## src/rtl/spi_cmd_master.sv

```systemverilog
// SPI mode-0 command master: sends one byte per chip-select assertion, MSB first,
// and captures the byte returned on MISO.
// Optional build macro SPI_CMD_MASTER_LOOPBACK_EN: RX samples o_SPI_MOSI instead of i_SPI_MISO.
`timescale 1ns/1ps
module spi_cmd_master #(
    parameter int unsigned CLKS_PER_HALF_BIT = 4,
    parameter int unsigned CS_INACTIVE_CLKS  = 8
) (
    input  logic       i_Clk,
    input  logic       i_Rst_L,
    input  logic       i_TX_DV,
    input  logic [7:0] i_TX_Byte,
    output logic       o_TX_Ready,
    output logic       o_RX_DV,
    output logic [7:0] o_RX_Byte,
    output logic       o_SPI_Clk,
    input  logic       i_SPI_MISO,
    output logic       o_SPI_MOSI,
    output logic       o_SPI_CS_n
);

    localparam int unsigned CNT_W  = 8;
    localparam int unsigned EDGE_W = 5;

    localparam logic [CNT_W-1:0]  HALF_LAST     = CNT_W'(CLKS_PER_HALF_BIT - 1);
    localparam logic [CNT_W-1:0]  GAP_LAST      = CNT_W'(CS_INACTIVE_CLKS - 1);
    localparam logic [EDGE_W-1:0] EDGE_PRE_LAST = EDGE_W'(15);

    localparam logic [2:0] S_IDLE  = 3'd0;
    localparam logic [2:0] S_SETUP = 3'd1;
    localparam logic [2:0] S_SHIFT = 3'd2;
    localparam logic [2:0] S_HOLD  = 3'd3;
    localparam logic [2:0] S_GAP   = 3'd4;

    logic [2:0]        state_q, state_d;
    logic [CNT_W-1:0]  hcnt_q, hcnt_d;
    logic [EDGE_W-1:0] sedge_q, sedge_d;
    logic [7:0]        tx_sh_q, tx_sh_d;
    logic [7:0]        rx_sh_q, rx_sh_d;
    logic [7:0]        rx_byte_q, rx_byte_d;
    logic              rx_dv_q, rx_dv_d;
    logic              ready_q, ready_d;
    logic              cs_n_q, cs_n_d;
    logic              sclk_q, sclk_d;
    logic              mosi_q, mosi_d;
    logic              rx_bit_c;

    // Receive bit source: own MOSI in loopback builds, otherwise the MISO pin.
`ifdef SPI_CMD_MASTER_LOOPBACK_EN
    logic unused_miso;
    assign unused_miso = i_SPI_MISO;
    assign rx_bit_c    = mosi_q;
`else
    assign rx_bit_c    = i_SPI_MISO;
`endif

    // State and output registers; reset drops CS immediately and aborts any byte.
    always_ff @(posedge i_Clk or negedge i_Rst_L) begin
        if (!i_Rst_L) begin
            state_q   <= S_IDLE;
            hcnt_q    <= '0;
            sedge_q   <= '0;
            tx_sh_q   <= '0;
            rx_sh_q   <= '0;
            rx_byte_q <= '0;
            rx_dv_q   <= 1'b0;
            ready_q   <= 1'b0;
            cs_n_q    <= 1'b1;
            sclk_q    <= 1'b0;
            mosi_q    <= 1'b0;
        end else begin
            state_q   <= state_d;
            hcnt_q    <= hcnt_d;
            sedge_q   <= sedge_d;
            tx_sh_q   <= tx_sh_d;
            rx_sh_q   <= rx_sh_d;
            rx_byte_q <= rx_byte_d;
            rx_dv_q   <= rx_dv_d;
            ready_q   <= ready_d;
            cs_n_q    <= cs_n_d;
            sclk_q    <= sclk_d;
            mosi_q    <= mosi_d;
        end
    end

    // Next-state and next-output logic; every pin change is computed one cycle ahead.
    always_comb begin
        state_d   = state_q;
        hcnt_d    = hcnt_q;
        sedge_d   = sedge_q;
        tx_sh_d   = tx_sh_q;
        rx_sh_d   = rx_sh_q;
        rx_byte_d = rx_byte_q;
        rx_dv_d   = 1'b0;
        ready_d   = ready_q;
        cs_n_d    = cs_n_q;
        sclk_d    = sclk_q;
        mosi_d    = mosi_q;

        case (state_q)
            S_IDLE: begin
                ready_d = 1'b1;
                cs_n_d  = 1'b1;
                sclk_d  = 1'b0;
                mosi_d  = 1'b0;
                hcnt_d  = '0;
                sedge_d = '0;
                if (ready_q && i_TX_DV) begin
                    tx_sh_d = i_TX_Byte;
                    mosi_d  = i_TX_Byte[7];
                    cs_n_d  = 1'b0;
                    ready_d = 1'b0;
                    state_d = S_SETUP;
                end
            end
            S_SETUP: begin
                if (hcnt_q == HALF_LAST) begin
                    // First rising SCLK edge: capture bit 7 of the reply.
                    hcnt_d  = '0;
                    sedge_d = EDGE_W'(1);
                    sclk_d  = 1'b1;
                    rx_sh_d = {rx_sh_q[6:0], rx_bit_c};
                    state_d = S_SHIFT;
                end else begin
                    hcnt_d = hcnt_q + CNT_W'(1);
                end
            end
            S_SHIFT: begin
                if (hcnt_q == HALF_LAST) begin
                    hcnt_d  = '0;
                    sedge_d = sedge_q + EDGE_W'(1);
                    sclk_d  = ~sclk_q;
                    if (!sclk_q) begin
                        rx_sh_d = {rx_sh_q[6:0], rx_bit_c};
                    end else if (sedge_q != EDGE_PRE_LAST) begin
                        tx_sh_d = {tx_sh_q[6:0], 1'b0};
                        mosi_d  = tx_sh_q[6];
                    end
                    // The 16th edge (final fall) ends the shift phase.
                    if (sedge_q == EDGE_PRE_LAST) begin
                        state_d = S_HOLD;
                    end
                end else begin
                    hcnt_d = hcnt_q + CNT_W'(1);
                end
            end
            S_HOLD: begin
                if (hcnt_q == '0) begin
                    rx_dv_d   = 1'b1;
                    rx_byte_d = rx_sh_q;
                end
                if (hcnt_q == HALF_LAST) begin
                    hcnt_d  = '0;
                    sedge_d = '0;
                    cs_n_d  = 1'b1;
                    mosi_d  = 1'b0;
                    state_d = S_GAP;
                end else begin
                    hcnt_d = hcnt_q + CNT_W'(1);
                end
            end
            S_GAP: begin
                if (hcnt_q == GAP_LAST) begin
                    hcnt_d  = '0;
                    ready_d = 1'b1;
                    state_d = S_IDLE;
                end else begin
                    hcnt_d = hcnt_q + CNT_W'(1);
                end
            end
            default: begin
                hcnt_d  = '0;
                sedge_d = '0;
                ready_d = 1'b0;
                cs_n_d  = 1'b1;
                sclk_d  = 1'b0;
                mosi_d  = 1'b0;
                state_d = S_IDLE;
            end
        endcase
    end

    assign o_TX_Ready = ready_q;
    assign o_RX_DV    = rx_dv_q;
    assign o_RX_Byte  = rx_byte_q;
    assign o_SPI_Clk  = sclk_q;
    assign o_SPI_MOSI = mosi_q;
    assign o_SPI_CS_n = cs_n_q;

endmodule

```

## config.mk

```make
export PLATFORM = sky130hd
export DESIGN_NAME = spi_cmd_master
export DESIGN_NICKNAME = d
export VERILOG_FILES = /design/src/rtl/spi_cmd_master.sv
export SDC_FILE = /design/constraint.sdc
export NUM_CORES = 1
export LEC_CHECK = 0
export BUFFER_PORTS_ARGS = -buffer_cell sky130_fd_sc_hd__buf_2
export CAP_MARGIN = 10
export CELL_PAD_IN_SITES_DETAIL_PLACEMENT = 2
export CELL_PAD_IN_SITES_GLOBAL_PLACEMENT = 2
export CORE_MARGIN = 1.5
export CORE_UTILIZATION = 42
export DETAILED_ROUTE_END_ITERATION = 8
export HOLD_SLACK_MARGIN = 0.15
export PLACE_DENSITY_LB_ADDON = 0.1
export SETUP_SLACK_MARGIN = 0.02
export SYNTH_ARGS = -nofsm -noshare
export SYNTH_HDL_FRONTEND = slang
export SYNTH_SLANG_ARGS = --single-unit
```

## constraint.sdc

```tcl
create_clock -name i_Clk -period 3.3 [get_ports i_Clk]
set_input_delay 0.495 -clock i_Clk [delete_from_list [all_inputs] [get_ports i_Clk]]
set_output_delay 0.495 -clock i_Clk [all_outputs]
set_load 0.01 [all_outputs]
```

; Word-level counts from Yosys, hierarchy flattened
; Index checks and enable logic that the tools add are counted.
[totals]
register_bits = 44
word_cells = 92
input_bits = 12
out_inout_bits = 13
[classes]
n_bitwise = 6
n_reduce_logical = 18
n_addsub = 2
n_mux = 38
eq_ne = 17
[op_table]
columns = op, n
row1 = 8-bit 2-to-1 mux, 5
row2 = 8-bit case mux with 2 select lines, 2
row3 = 7-bit 2-to-1 mux, 4
row4 = 5-bit case mux with 4 select lines, 1
row5 = 3-bit 2-to-1 mux, 6
row6 = 2-bit inequality test (second input constant), 9
row7 = 5-bit 2-to-1 mux, 3
row8 = 3-bit case mux with 5 select lines, 1
row9 = 7-bit case mux with 2 select lines, 1
row10 = 1-bit 2-to-1 mux, 11
row11 = 5-bit AND reduction, 2
row12 = 1-bit case mux with 3 select lines, 3
row13 = 8-bit by 1-bit adder with 8-bit output (second input constant), 1
row14 = 8-bit by 2-bit == test with 1-bit output (second input constant), 1
row15 = 8-bit by 3-bit == test with 1-bit output (second input constant), 1
row16 = 8-bit zero test, 1
row17 = 4-bit AND reduction, 2
row18 = 3-bit by 2-bit == test with 1-bit output (second input constant), 2
row19 = 1-bit inverter, 6
row20 = 2-bit AND reduction, 3
row21 = 6-bit AND reduction, 1
row22 = 3-bit OR reduction, 2
row23 = 5-bit by 1-bit adder with 5-bit output (second input constant), 1
row24 = 5-bit by 4-bit == test with 1-bit output (second input constant), 1
row25 = other kinds (9), 11

; Depth between registers and ports, before layout
[depth]
depth_word = 5
mapped_depth = 7

; Worst setup path before layout
; No wires, ideal clock.
[synth_path]
path_type = flip-flop to flip-flop
from = register sedge_q[0]
to = register tx_sh_q[1]
required_time_ns = 3.175
stages_incl_launch_ff = 8
setup_slack_ns = 1.231
synth_period_minus_slack_ns = 2.069
t_arrival_ns = 1.944
n_path_buf = 0
path_cell_list = dfrtp_1 -> ha_1 -> and3_1 -> ha_1 -> and3b_1 -> a31oi_1 -> nor3_2 -> mux2_2
[synth_via]
elab_chain_cells = 3
[synth_rtl]
columns = item, line
row1 = "start, declared", 37  ; logic [EDGE_W-1:0] sedge_q, sedge_d;
row2 = "start signal, assigned", 74  ; sedge_q <= sedge_d;
row3 = 5-bit by 4-bit inequality test with 1-bit output, 135  ; end else if (sedge_q != EDGE_PRE_LAST) begin
row4 = 2-bit inequality test (no line), --
row5 = 5-bit AND reduction (no line), --
row6 = "end signal, assigned", 75  ; tx_sh_q <= tx_sh_d;
row7 = "end, declared", 38  ; logic [7:0] tx_sh_q, tx_sh_d;
; No other way between the ends.
; A chain may end at the register's enable or synchronous reset.

; Worst setup path in the final report
; Ends and elaborated chain as after synthesis.

==> summary.md <==
| Metric | Value |
|---|---|
| Status | finished clean |
| Period utilization | 72.9% |
| Yosys warnings | 0 |
| Crit Path Category | reg2reg |
| Row count | 26 |
| Grt met3 use | 4.02% |
| Unique cell type count in the Yosys netlist | 47 |
| Layout Utilization | 49.1% |
| Slowest CP cell | nor3_2 |
| Slowest stage delay, CP | 0.46 ns |
| Max Cap Violations | 0 |
| Core ar. | 5040 µm² |
| Fmax | 0.416 GHz |
| CTS tree | done |
| Number of nets in the layout | 225 |
| Largest net degree at the start of global routing | 45 |
| Most frequent cells in the layout | dfrtp_1 (43), buf_2 (24), mux2_2 (20), nor2_1 (16) |
| Final Max Tran Viols | 0 |
| Resize count post-CTS | 0 |
| DR pass1 iterations | 4 |
| R2r startpoint | sedge_q[0] |
| GRT Overall Usage | 20.4% |
| Sequential element share of the synthesized area | 50.7% |
| Final ANT Viol Nets | 0 |
| Crit path required time | 3.49 ns |
| Crit path DAT | 2.60 ns |
| Synthesized area per cell | 11.8 µm² |
| Critical Path Start Type | flop |
| Cells after synthesis | 184 |
| Worst hold-check path type | in2async |
| Layout area overhead | 13.7% |
| Final Setup Violations | 0 |
| Grt peak-use layer | met2 |
| RSZ-0062 raised after global routing | false |
| Cts-stage hold buffer count | 0 |
| Overall power | 2.10 mW |
| First-pass GRT wire length | 8470 µm |
| Initial antenna violation count | 0 |
| CP Capture Type | flop |
| Final hold vios | 0 |
| Slew @ Worst Pin | 0.982 ns |
| Finished Layout Cells | 280 |
| Clk sinks | 44 |
| Post-Syn Nets | 200 |
| Starting Density | 43.2% |
| Crit path max-delay family | simple AND/OR/NAND/NOR gates |
| Synth async-reset ratio | 100% |
| Crit path cell chain | ha_1, and3_1, ha_1, and3b_1, a31oi_1, nor3_2, mux2_2 |
| Most frequent CP cell | ha_1 |
| Max clock buf depth | 2 |
| Total CTS buffers | 5 |
| Avg Vias per Cell | 5.42 |
| Largest fanout on the critical path | 7 |
| Via count | 1,518 |
| Layout fillers | 524 |
| DP Cell Count | 272 |
| M1 GR Usage | 25.4% |
| Pwr dens | 847 nW/µm² |
| Slew HR | 34.5% |
| Vias in the first global route | 1,671 |
| Overflow after GRT | 0 |
| Starting DRC count in detailed routing | 66 |
| FF+latch count, synth | 44 |
| Num ports | 25 |
| Layout cells sized above 1 | 31.9% |
| Fin crit period | 2.41 ns |
| Gpl congestion | 0.790 |
| Clock latency at the later pin of the worst-skew pair | 0.30 ns |
| Antenna Cells | 0 |
| Die area | 5620 µm² |
| Place WS | 0.868 ns |
| Main synth FF type | dfrtp_1 |
| Die H | 75.0 µm |
| Port Buffers | 24 |
| Most common cell after layout, fill and taps aside | dfrtp_1 |
| Root buf cell | clkbuf_8 |
| Post-synth EDFFs | 0 |
| Routed length per instance | 17.7 µm |
| Final Skew | 0.00874 ns |
| H-tree depth | 2 |
| DRC viols | 0 |
| Pleak | 1.19 nW |
| M2 GR Usage | 36.4% |
| Final setup margin | 0.895 ns |
| Buf/Inv on CP | 0 |
| Clock Pin Slew Worst Setup and Hold Paths | 0.09 ns |
| Post-CTS Setup Inserts | 0 |
| Die span in x | 75.0 µm |
| Total wire length | 4950 µm |
| DP HPWL | 3530 µm |
| VDD IR max | 0.400 mV |
| Crit path from | sedge_q[0] |
| Mapped Area | 2180 µm² |
| Setup TNS | 0 ns |
where the power goes:
part	leakage, nW	switching (mW)	internal (mW)	total [mW]
Combinational	0.562	0.379	0.387	0.766
Sequential	0.569	0.177	0.724	0.901
Clock	0.0583	0.201	0.228	0.429
Total	1.19	0.756	1.34	2.10
sequential cells by signal, indices dropped and copies added (netlist names), 3 cells and up:
signal	cells
hcnt_q	8
o_RX_Byte	8
rx_sh_q	8
tx_sh_q	7
sedge_q	5
state_q	3
synthesized netlist by cell type, types with 3 or more instances:
library cell / number / area [µm²]
clkbuf_1: 5 / 18.8
mux2_2: 20 / 225
o21ai_0: 4 / 20.0
nand3_1: 9 / 45.0
xor2_1: 6 / 52.6
nand2b_1: 4 / 25.0
ha_1: 4 / 50.1
inv_1: 9 / 33.8
nor2_1: 16 / 60.1
dfrtp_1: 43 / 1080
nand2_1: 5 / 18.8
and3_1: 5 / 31.3
mux2i_1: 3 / 30.0
mux2_4: 8 / 120
metrics by stage:
step                area [µm²]  hold WS, ns
detailed placement        2360        0.492
finish                    2470        0.350
floorplan                 2180        0.199
CTS                       2470        0.386
global route              2470        0.422
global placement          2360        0.462
layout make-up:
class                           count  area (µm²)  area share [%]
Clock buffer                        5        68.8            2.78
Clock inverter                      3        47.5            1.92
Inverter                            9        33.8            1.37
Multi-Input combinational cell    123        1000            40.4
Sequential cell                    44        1100            44.5
Tap cell                           70        87.6            3.54
Timing Repair Buffer               26         135            5.46
cells by family (layout without fill, tap and decap cells):
family / after synthesis / in the layout / synth area share, %
multiplexers: 31 / 31 / 17.3
AO/OA/AOI/OAI: 24 / 24 / 7.99
XOR/XNOR: 8 / 8 / 3.22
flip-flops: 44 / 44 / 50.7
buffers and inverters: 17 / 43 / 3.39
AND/OR/NAND/NOR: 56 / 56 / 15.2
adder cells (fa/ha/maj): 4 / 4 / 2.30
worst paths after layout:
path / cells past startpoint / to / slack [ns]
setup reg to reg: 7 / tx_sh_q[1] / 0.89
hold / removal: 1 / o_TX_Ready / 0.35
max in group asynchronous: 1 / o_RX_Byte[2] / 2.34
min in group i_Clk: 3 / tx_sh_q[0] / 0.43
setup / recovery: 7 / tx_sh_q[1] / 0.89
hold reg to reg: 1 / hcnt_q[0] / 0.51
per-layer routing:
metal / part of all wire (%) / wire length, µm
met1: 45 / 2210
met2: 53 / 2600
met3: 2.0 / 98
met4: 0.83 / 41
met5: 0 / 0
worst reg2reg max path: cells and delay by family, from the launching register on:
| kind | cells | cell delay [ns] |
|---|---|---|
| and+or+nand+nor | 3 | 0.88 |
| adders and majority gates | 2 | 0.46 |
| DFF | 1 | 0.45 |
| muxes | 1 | 0.40 |
| AOI/OAI and AO/OA | 1 | 0.10 |
Power figures use the tool's default switching activity.
